`src/rtl/stack_controller.sv`:
```
// ---------------------------------------------------------------------------
// stack_controller
//   Drives the push/pop strobes of the 8Queen stack datapath from a single-
//   request handshake issued by the solver FSM. It blocks illegal operations
//   and reports each one as a one-cycle error pulse. It also marks the cycle
//   in which the datapath's bus_out holds the popped top-of-stack.
//
//   Configuration macro: STACK_CTRL_CLEAR_EN
//     When defined, this adds the clear_req port and the DRAIN state. DRAIN
//     pops the stack down to empty. When undefined, neither exists.
//
// Ports
//   clk            in   rising-edge clock
//   reset          in   synchronous, active-high reset
//   push_req       in   one push request, sampled only while ready=1
//   pop_req        in   one pop request, sampled only while ready=1
//   clear_req      in   drain stack to empty (STACK_CTRL_CLEAR_EN only)
//   msb            in   datapath full flag  (count == DEPTH)
//   zero           in   datapath empty flag (count == 0)
//   push           out  datapath push strobe
//   pop            out  datapath pop strobe
//   ready          out  idle, a request is accepted this cycle
//   data_valid     out  bus_out holds the popped entry this cycle
//   done           out  one-cycle pulse, operation complete
//   overflow_err   out  one-cycle pulse, push requested while full
//   underflow_err  out  one-cycle pulse, pop requested while empty
//   req_err        out  one-cycle pulse, push_req and pop_req together
//   full / empty   out  combinational copies of msb / zero
// ---------------------------------------------------------------------------
module stack_controller #(
    parameter int DEPTH = 8
) (
    input  logic clk,
    input  logic reset,
    input  logic push_req,
    input  logic pop_req,
`ifdef STACK_CTRL_CLEAR_EN
    input  logic clear_req,
`endif
    input  logic msb,
    input  logic zero,
    output logic push,
    output logic pop,
    output logic ready,
    output logic data_valid,
    output logic done,
    output logic overflow_err,
    output logic underflow_err,
    output logic req_err,
    output logic full,
    output logic empty
);

    // DEPTH only has to agree with the datapath; it shapes no logic here.
    if (DEPTH < 1) begin : g_bad_depth
        $error("stack_controller: DEPTH must be at least 1");
    end

`ifdef STACK_CTRL_CLEAR_EN
    typedef enum logic [2:0] {IDLE, PUSH, POP, DONE, DRAIN} state_t;
`else
    typedef enum logic [1:0] {IDLE, PUSH, POP, DONE} state_t;
`endif

    state_t state_q, state_d;
    logic   done_q, done_d;
    logic   ovf_q, ovf_d;
    logic   unf_q, unf_d;
    logic   req_q, req_d;

    always_comb begin
        state_d = state_q;
        ovf_d   = 1'b0;
        unf_d   = 1'b0;
        req_d   = 1'b0;
        unique case (state_q)
            IDLE: begin
`ifdef STACK_CTRL_CLEAR_EN
                // A clear overrides any push/pop request in the same cycle.
                if (clear_req)
                    state_d = zero ? DONE : DRAIN;
                else
`endif
                if (push_req && pop_req)
                    req_d = 1'b1;
                else if (push_req && msb)
                    ovf_d = 1'b1;
                else if (push_req)
                    state_d = PUSH;
                else if (pop_req && zero)
                    unf_d = 1'b1;
                else if (pop_req)
                    state_d = POP;
            end
            PUSH:  state_d = DONE;
            POP:   state_d = DONE;
            DONE:  state_d = IDLE;
`ifdef STACK_CTRL_CLEAR_EN
            DRAIN: if (zero) state_d = DONE;
`endif
            default: state_d = IDLE;
        endcase
        done_d = (state_d == DONE);
    end

    always_ff @(posedge clk) begin
        if (reset) begin
            state_q <= IDLE;
            done_q  <= 1'b0;
            ovf_q   <= 1'b0;
            unf_q   <= 1'b0;
            req_q   <= 1'b0;
        end else begin
            state_q <= state_d;
            done_q  <= done_d;
            ovf_q   <= ovf_d;
            unf_q   <= unf_d;
            req_q   <= req_d;
        end
    end

    assign ready         = (state_q == IDLE);
    assign push          = (state_q == PUSH);
    assign data_valid    = (state_q == POP);
`ifdef STACK_CTRL_CLEAR_EN
    // The drain pop is gated by zero. This keeps the extra DRAIN cycle, which
    // spends its time waiting for the empty flag, from popping an empty stack.
    assign pop           = (state_q == POP) || ((state_q == DRAIN) && !zero);
`else
    assign pop           = (state_q == POP);
`endif
    assign done          = done_q;
    assign overflow_err  = ovf_q;
    assign underflow_err = unf_q;
    assign req_err       = req_q;
    assign full          = msb;
    assign empty         = zero;

    // The datapath can never be full and empty at once.
    a_flags_exclusive: assert property (@(posedge clk) disable iff (reset) !(msb && zero));

endmodule

```
`config.mk`:
```
export PLATFORM = sky130hd
export DESIGN_NAME = stack_controller
export DESIGN_NICKNAME = d
export VERILOG_FILES = /design/src/rtl/stack_controller.sv
export SDC_FILE = /design/constraint.sdc
export NUM_CORES = 1
export LEC_CHECK = 0
export CORE_AREA = 2 2 39 41
export CTS_BUF_LIST = sky130_fd_sc_hd__clkbuf_16
export DETAILED_ROUTE_END_ITERATION = 16
export DIE_AREA = 0 0 41 43
export DONT_BUFFER_PORTS = 1
export HOLD_SLACK_MARGIN = 0.12
export PLACE_DENSITY = 0.34
export SLEW_MARGIN = 20
export SYNTH_ARGS = -nofsm -noshare
export SYNTH_HDL_FRONTEND = slang
export SYNTH_SLANG_ARGS = --single-unit
```
`constraint.sdc`:
```
create_clock -name clk -period 3.1 [get_ports clk]
set_clock_uncertainty 0.2 [all_clocks]
set_input_delay 0.62 -clock clk [delete_from_list [all_inputs] [get_ports clk]]
set_output_delay 0.62 -clock clk [all_outputs]
set_load 0.005 [all_outputs]
```
==> results by stage, run 1 <==
Global route:
- The pin count of the biggest net entering global routing is 9.
- The via count of the first global-routing pass is between 200 and 300.
- The overall global routing resource usage is 9.447%.
- For this run the aggregate overflow at the end of global routing stands at 0.
- The number of antenna violations at the first check in global routing came to 0.
- The wire length of the first global-routing pass is 1076 um.

Die:
- The vertical die dimension is between 40 and 50 um.
- The die footprint is roughly 0.0018 mm^2.
- The width of the die is 41 um.
- Row generation in the floorplan step produced 14 rows.
- The placeable core region is ~0.0014 mm^2.
- The initial utilization of the core area, before any placement, comes to about a quarter.
- The I/O pin count is 16.

Placement:
- The minimum setup slack after placement is roughly 1.5 ns.
- The last weighted congestion value of the routability-driven placer is 0.6811.
- The cell area after placement is between 300 and 400 um^2.
- The count of buffers added on input and output ports is 0.

Logic synthesis:
- The share of flip-flops with an asynchronous set or reset is 0%.
- The net count of the mapped netlist is just over 40.
- Summing the sequential cell areas from Yosys gives 37.21% of the chip area.
- Yosys mapped a number of flops with a built-in enable equal to 0.
- Synthesis instantiated 19 different standard cells from the library.
- After technology mapping, the gate count stands at 32.
- In this run, synthesis produced a sequential element count of 6.
- The mean instance size in the synthesized netlist is between 10 and 15 um^2.
- The number of synthesis warnings is 0.
- The top flip-flop cell by instance count after synthesis is sky130_fd_sc_hd__dfxtp_1.
- The netlist area before placement is about 320 um^2.

Worst setup path:
- Among cell families on the critical path, the largest total delay comes from flip-flops.
- The signal arrival time at the worst endpoint is ~1.0 ns.
- The start-to-end type of the worst setup path is flip-flop to output port.
- The largest single stage delay on the critical path is ~0.37 ns.
- The type of origin of the critical path is a flip-flop.
- The standard cell with the maximum stage delay on the critical path is sky130_fd_sc_hd__dfxtp_1.
- In this run the worst path has a maximum fanout of 8.
- Data on the critical path is required at its endpoint by about 2.3 ns.
- The number of buffers and inverters on the critical path is 1.
- The critical path goes through inv_1 > ha_1.
- STA classifies the critical path endpoint as an output port.

Power and ir drop:
- Dividing total power by cell area gives a power density of about 1100 mW/mm^2.
- In this run the static leakage power is 0.1747 nW.
- The maximum ir drop on the vdd rail is 0.4214 mV.
- The sum of internal, switching and leakage power is 0.4505 mW.

Cells and area:
- After routing the design area is ~400 um^2.
- Relative to the synthesized area, the layout overhead comes to 22.48%.
- The share of cells above drive strength 1 is between 20% and 30%.
- Leaving out fill and tap cells, the most frequent cells in the layout are sky130_fd_sc_hd__dfxtp_1, sky130_fd_sc_hd__inv_1, sky130_fd_sc_hd__ha_1, sky130_fd_sc_hd__clkbuf_16.
- The number of diodes is 0.
- The most frequent standard cell in the layout excluding fill and tap cells is sky130_fd_sc_hd__dfxtp_1.
- The final net count is 43.

Clock network:
- Counting every sink on the clock net gives 6.
- The clock latency of the later-clocked register in the worst-skew pair is between 0.2 and 0.25 ns.
- Buffers inserted to repair hold after CTS numbered 0.
- The clock passes through at most 2 buffers.
- The number of buffers added for setup after CTS is 0.
- The number of gates resized after CTS was 0.
- The number of CTS-inserted buffers is 3.
- The CTS clock-pin slew for the worst setup and hold paths is 0.03 ns.
- TritonCTS built the clock tree.
- The root buffer cell is sky130_fd_sc_hd__clkbuf_16.
- The total number of H-tree levels is 1.

Detailed routing:
- The wire length per cell is about 14 um.
- The number of iterations in the first detailed-routing pass is 2.
- The DRC violations left is 0.
- The total wire length is roughly 670 um.
- The per-cell via count in the routed design is 4.854.
- The count of routing violations after the opening detailed-route iteration is 4.
- The detailed router placed between 200 and 250 vias in this run.
- The number of nets still failing antenna checks after routing is 0.

STA:
- The clock period minus worst slack is between 1.5 and 2 ns.
- Setup violations remaining at the end of the flow were counted as 0.
- The slew of the pin with the lowest slew margin is between 0.2 and 0.3 ns.
- Setup slack closes at ~1.3 ns.
- The peak clock frequency supported by timing is roughly 550 MHz.
- The worst pin sits at a relative slew slack of between 80% and 90%.
- The total negative setup slack is 0 ns.
- The number of max-slew violations in the final report came to 0.
- Setup repair after global routing left no endpoint under its margin.
- The number of failing hold endpoints at the final stage came to 0.
- The period utilization is 59.01%.

Run:
- Across the run, the number of max-cap violations was 0.

Hold path:
- The path class of the tightest hold or removal check is flip-flop to flip-flop.

Outcome:
- The run finished with clean final reports.
## power breakdown
group	switching [mW]	internal [mW]
clock network	0.0421	0.165
logic	0.0723	0.0555
registers	0.0165	0.0988
## logic make-up (layout without fill, tap and decap cells)
| kind of cell | after synthesis | count (layout) | share of synthesized area, % |
|---|---|---|---|
| AOI/OAI and AO/OA | 9 | 9 | 18.99 |
| adders and majority gates | 3 | 3 | 11.63 |
| buffers and inverters | 6 | 6 | 10.46 |
| DFF | 6 | 6 | 37.21 |
| and+or+nand+nor | 8 | 8 | 21.71 |
## cell usage after synthesis, types with 2 or more instances
| library cell | number | share of area (%) |
|---|---|---|
| sky130_fd_sc_hd__dfxtp_1 | 6 | 37 |
| sky130_fd_sc_hd__buf_4 | 3 | 7.0 |
| sky130_fd_sc_hd__ha_1 | 3 | 12 |
| sky130_fd_sc_hd__o211ai_1 | 2 | 4.6 |
| sky130_fd_sc_hd__o21ai_0 | 2 | 3.1 |
| sky130_fd_sc_hd__inv_1 | 3 | 3.5 |
## sequential cells by signal, summed over array words and instances, names as in the netlist
signal         flops
overflow_err       1
done               1
state_q            2
underflow_err      1
req_err            1
## through the flow
stage / hold slack, ns / instances / util (%)
detailed placement: 0.3281 / 45 / 23.15
CTS: 0.3417 / 48 / 28.57
finish: 0.3433 / 48 / 28.57
floorplan: 0.2912 / 32 / -
global route: 0.3673 / 48 / 28.57
global placement: 0.3269 / 45 / 23.15
## worst paths after layout
kind / from / end / slack (ns) / cells after the start
hold reg to reg: state_q[1] / done / 0.34 / 1
setup reg to reg: state_q[0] / overflow_err / 1.57 / 4
setup / recovery: state_q[0] / ready / 1.27 / 2
hold / removal: state_q[1] / done / 0.34 / 1
## worst register-to-register path, delay by kind of cell (launching register included)
kind,cells,cell delay [ns]
AND/OR/NAND/NOR,2,0.44
flip-flops,1,0.37
adder cells (fa/ha/maj),1,0.31
buffers and inverters,1,0.10
## layout make-up
class	count	area (um^2)
clock buffer	3	75.07
fill	141	988.4
inverter	3	11.26
multi-input combinational	20	168.9
sequential	6	120.1
tap	16	20.02
## routing by layer
layer / global-route usage, % / share of wire [%] / up-vias
met5: 0 / 0 / -
met4: 6.000 / 2.0 / 0
met3: 7.853 / 17 / 2
met2: 11.88 / 45 / 14
met1: 10.32 / 36 / 105
li1: - / - / 112
Note: power is estimated with default switching activity, not from simulation.
==> run 2: changes to the inputs <==
==> constraint.sdc (replaced) <==
create_clock -name clk -period 1.75 [get_ports clk]
set_clock_uncertainty 0.2 [all_clocks]
set_input_delay 0.35 -clock clk [delete_from_list [all_inputs] [get_ports clk]]
set_output_delay 0.35 -clock clk [all_outputs]
set_load 0.005 [all_outputs]
==> run 2 against run 1 <==
Effect of this change: sequential cell count unchanged; sequential share of layout area down 1.5 points; via count up 0.43%; global-route usage up 1.1 points; critical path type unchanged.
==> results by stage, run 2 (synthesis results as in run 1) <==
Worst setup path:
- The count of buffer and inverter cells on the critical path is 1.
- The endpoint identified for the worst register-to-register timing path is overflow_err.
- The number of cells on the worst reg-to-reg path is 4.
- The critical path in this run is classified as flip-flop to output port.
- The standard cell with the maximum stage delay on the critical path is sky130_fd_sc_hd__ha_1.
- The worst reg2reg path startpoint is state_q[0].
- The critical path crosses 2 cells after its start point.
- The worst setup path is launched from a flip-flop.
- Tracing the worst setup path back leads to its startpoint at state_q[1].
- The required time at the endpoint of the critical path is 1.20 ns.
- The worst setup path is captured at an output port.
- In this run the worst path has a maximum fanout of 8.
- The setup check on the worst reg-to-reg path leaves a slack of approximately 0.23 ns.
- Traced cell by cell, the critical path runs through inv_1 > ha_1.
- The signal arrival time at the worst endpoint is 1.00 ns.
- The cell family contributing the most delay on the critical path is adder cells.
- The largest single stage delay on the critical path is between 0.3 and 0.4 ns.

Clock network:
- The clock latency of the later-clocked register in the worst-skew pair is around 0.23 ns.
- The number of CTS-inserted buffers is 3.
- The root buffer cell is sky130_fd_sc_hd__clkbuf_16.
- The TritonCTS clock tree is built.
- The clock sink count is 6.
- The clock passes through at most 2 buffers.
- CTS built an H-tree with a depth of 1.
- The number of gates given a new drive strength after cts is 0.
- The CTS clock-pin slew for the worst setup and hold paths is 0.04 ns.

Cells and area:
- The register with the most flip-flops in the layout has 2 of them.
- The share of cells above drive strength 1 is between 20 and 25%.
- From synthesis to final layout, the design area changed by 28.68%.
- The library cell used most frequently in the layout, excluding fill and tap cells, is sky130_fd_sc_hd__dfxtp_1.
- The number of antenna diodes in the final layout is 0.
- The design area is around 420 um^2.
- The register with the most flip-flops is state_q.
- The top cell types in the final layout, fill and taps aside, are sky130_fd_sc_hd__dfxtp_1, sky130_fd_sc_hd__inv_1, sky130_fd_sc_hd__ha_1, sky130_fd_sc_hd__clkbuf_16.
- The final net count is 45.

Global route:
- Summed over all layers, the global routing overflow is 0.
- The wire length of the first global-routing pass is between 1000 and 1500 um.
- The overall global routing resource usage is between 10% and 20%.
- The pin count of the biggest net entering global routing is 9.
- The met1 track utilization from global routing is about an eighth.
- The met3 usage in global routing is approximately 5.8%.
- The number of antenna violations at the first check in global routing is 0.
- For this run, global-route usage on met2 was measured as roughly an eighth.
- The layer flagged by global routing as most heavily used is met1.
- The via count of the first global-routing pass is between 200 and 300.

Power and ir drop:
- Overall power consumption after layout is estimated at approximately 0.80 mW.
- The power density over cell area is ~1900 mW/mm^2.
- The maximum ir drop on the vdd rail is just under 0.6 mV.
- The analysis attributes to net switching a power of 0.2337 mW.
- Summed over all cells, the static leakage comes to 0.1831 nW.
- Net switching is 29.07% of the power.
- The share of total power dissipated in sequential elements is between 20% and 30%.
- Combinational logic is responsible for 29.1% of the overall power.
- The clock power share is a little under half.
- The internal portion of the total power is 0.5703 mW.

STA:
- The total negative setup slack is 0 ns.
- Subtracting the final worst setup slack from the clock period gives approximately 1.6 ns.
- The number of max-slew violations in the final report was 0.
- In the finished design, the share of the clock period the worst path needs comes to 88.82%.
- The number of failing hold endpoints at the final stage is 0.
- The slew of the pin with the lowest slew margin is roughly 0.30 ns.
- Hold is met by ~0.13 ns.
- Setup violations remaining at the end of the flow were counted as 0.
- Setup repair after global routing left no endpoint under its margin.
- Once routing completed, OpenROAD measured the worst setup slack at 0.1956 ns.
- The worst pin sits at a relative slew slack of between 80% and 90%.
- Static timing analysis puts the maximum clock frequency at 643.3 MHz.

Outcome:
- The flow ran to the end, and the final reports show no timing, DRC or antenna violations.

Detailed routing:
- In the routed design, unresolved DRC markers number 0.
- For this block, the via count after detailed routing is ~230.
- Summed over all layers, the routed wires come to 677 um.
- The first detailed-routing pass ran for 4 iterations.
- The per-cell via count in the routed design is approximately 4.7.
- After detailed routing, the average wire length per cell comes to 13.54 um.
- The detail route stage leaves a number of antenna-violating nets equal to 0.
- In this run, the number of DRC markers left after iteration 0 of detailed routing was 1.

Die:
- The vertical die dimension is about 43 um.
- The standard-cell row count is 14.
- The die covers around 0.0018 mm^2.
- The placeable core region is approximately 0.0014 mm^2.
- The width of the die is ~41 um.
- The initial core utilization is between 20% and 30%.
- The I/O pin count is 16.

Hold path:
- The worst hold path startpoint is pop_req.
- The instance count along the most critical hold path is 2.
- The path class of the lowest-slack min-delay path is primary input to flip-flop.
- The end point of the most critical hold path is state_q[0].

Placement:
- After detailed placement, the total cell area comes to 320.3 um^2.
- The count of buffers from port buffering is 0.
- The minimum setup slack after placement is 0.2478 ns.
- The last weighted congestion value of the routability-driven placer is just over 0.8.

Run:
- The max-capacitance violation count is 0.
[run 2: cell count changes in the layout (fill, tap and decap cells not counted)]
cell                            delta
sky130_fd_sc_hd__dlygate4sd3_1     +2
[run 2: power by group through the flow]
stage	registers, mW	clock network [mW]	logic [mW]
3_3_place_gp	0.202	0	0.225
5_1_grt	0.207	0.384	0.268
6_report	0.201	0.369	0.234
2_1_floorplan	0.197	0	0.204
3_5_place_dp	0.203	0	0.229
4_1_cts	0.201	0.378	0.234
[run 2: routing by layer]
metal	part of all wire, %	routed length (um)
met5	0	0
met4	2.5	17
met3	12	83
met2	41	278
met1	44	299
[run 2: through the flow]
step,util (%),instances
2_1_floorplan,-,32
3_3_place_gp,23.15,45
3_5_place_dp,23.15,45
4_1_cts,30.02,50
5_1_grt,30.02,50
6_report,30.02,50
[run 2: layout make-up]
class	count	area, um^2
repair buffers	2	20.02
inverters	3	11.26
clock buffers	3	75.07
fillers	149	968.4
well taps	16	20.02
flip-flops and latches	6	120.1
multi-input cells	20	168.9
[run 2: what timing repair did]
action / in CTS / in global routing
endpoints found under the hold margin: 1 / 0
hold buffers: 2 / 0
setup buffers: 0 / 0
[run 2: worst register-to-register path: stages, from the launching register on]
cell,delay [ns]
sky130_fd_sc_hd__dfxtp_1,0.36
sky130_fd_sc_hd__inv_1,0.09
sky130_fd_sc_hd__ha_1,0.31
sky130_fd_sc_hd__and2b_1,0.22
sky130_fd_sc_hd__and4_2,0.22
[run 2: worst max path at each step]
| stage | end | slack (ns) |
|---|---|---|
| after floorplan | overflow_err | 0.35 |
| after global placement | overflow_err | 0.26 |
| after detailed placement | overflow_err | 0.25 |
| after CTS | ready | 0.21 |
| after global routing | ready | 0.13 |
| final | ready | 0.20 |
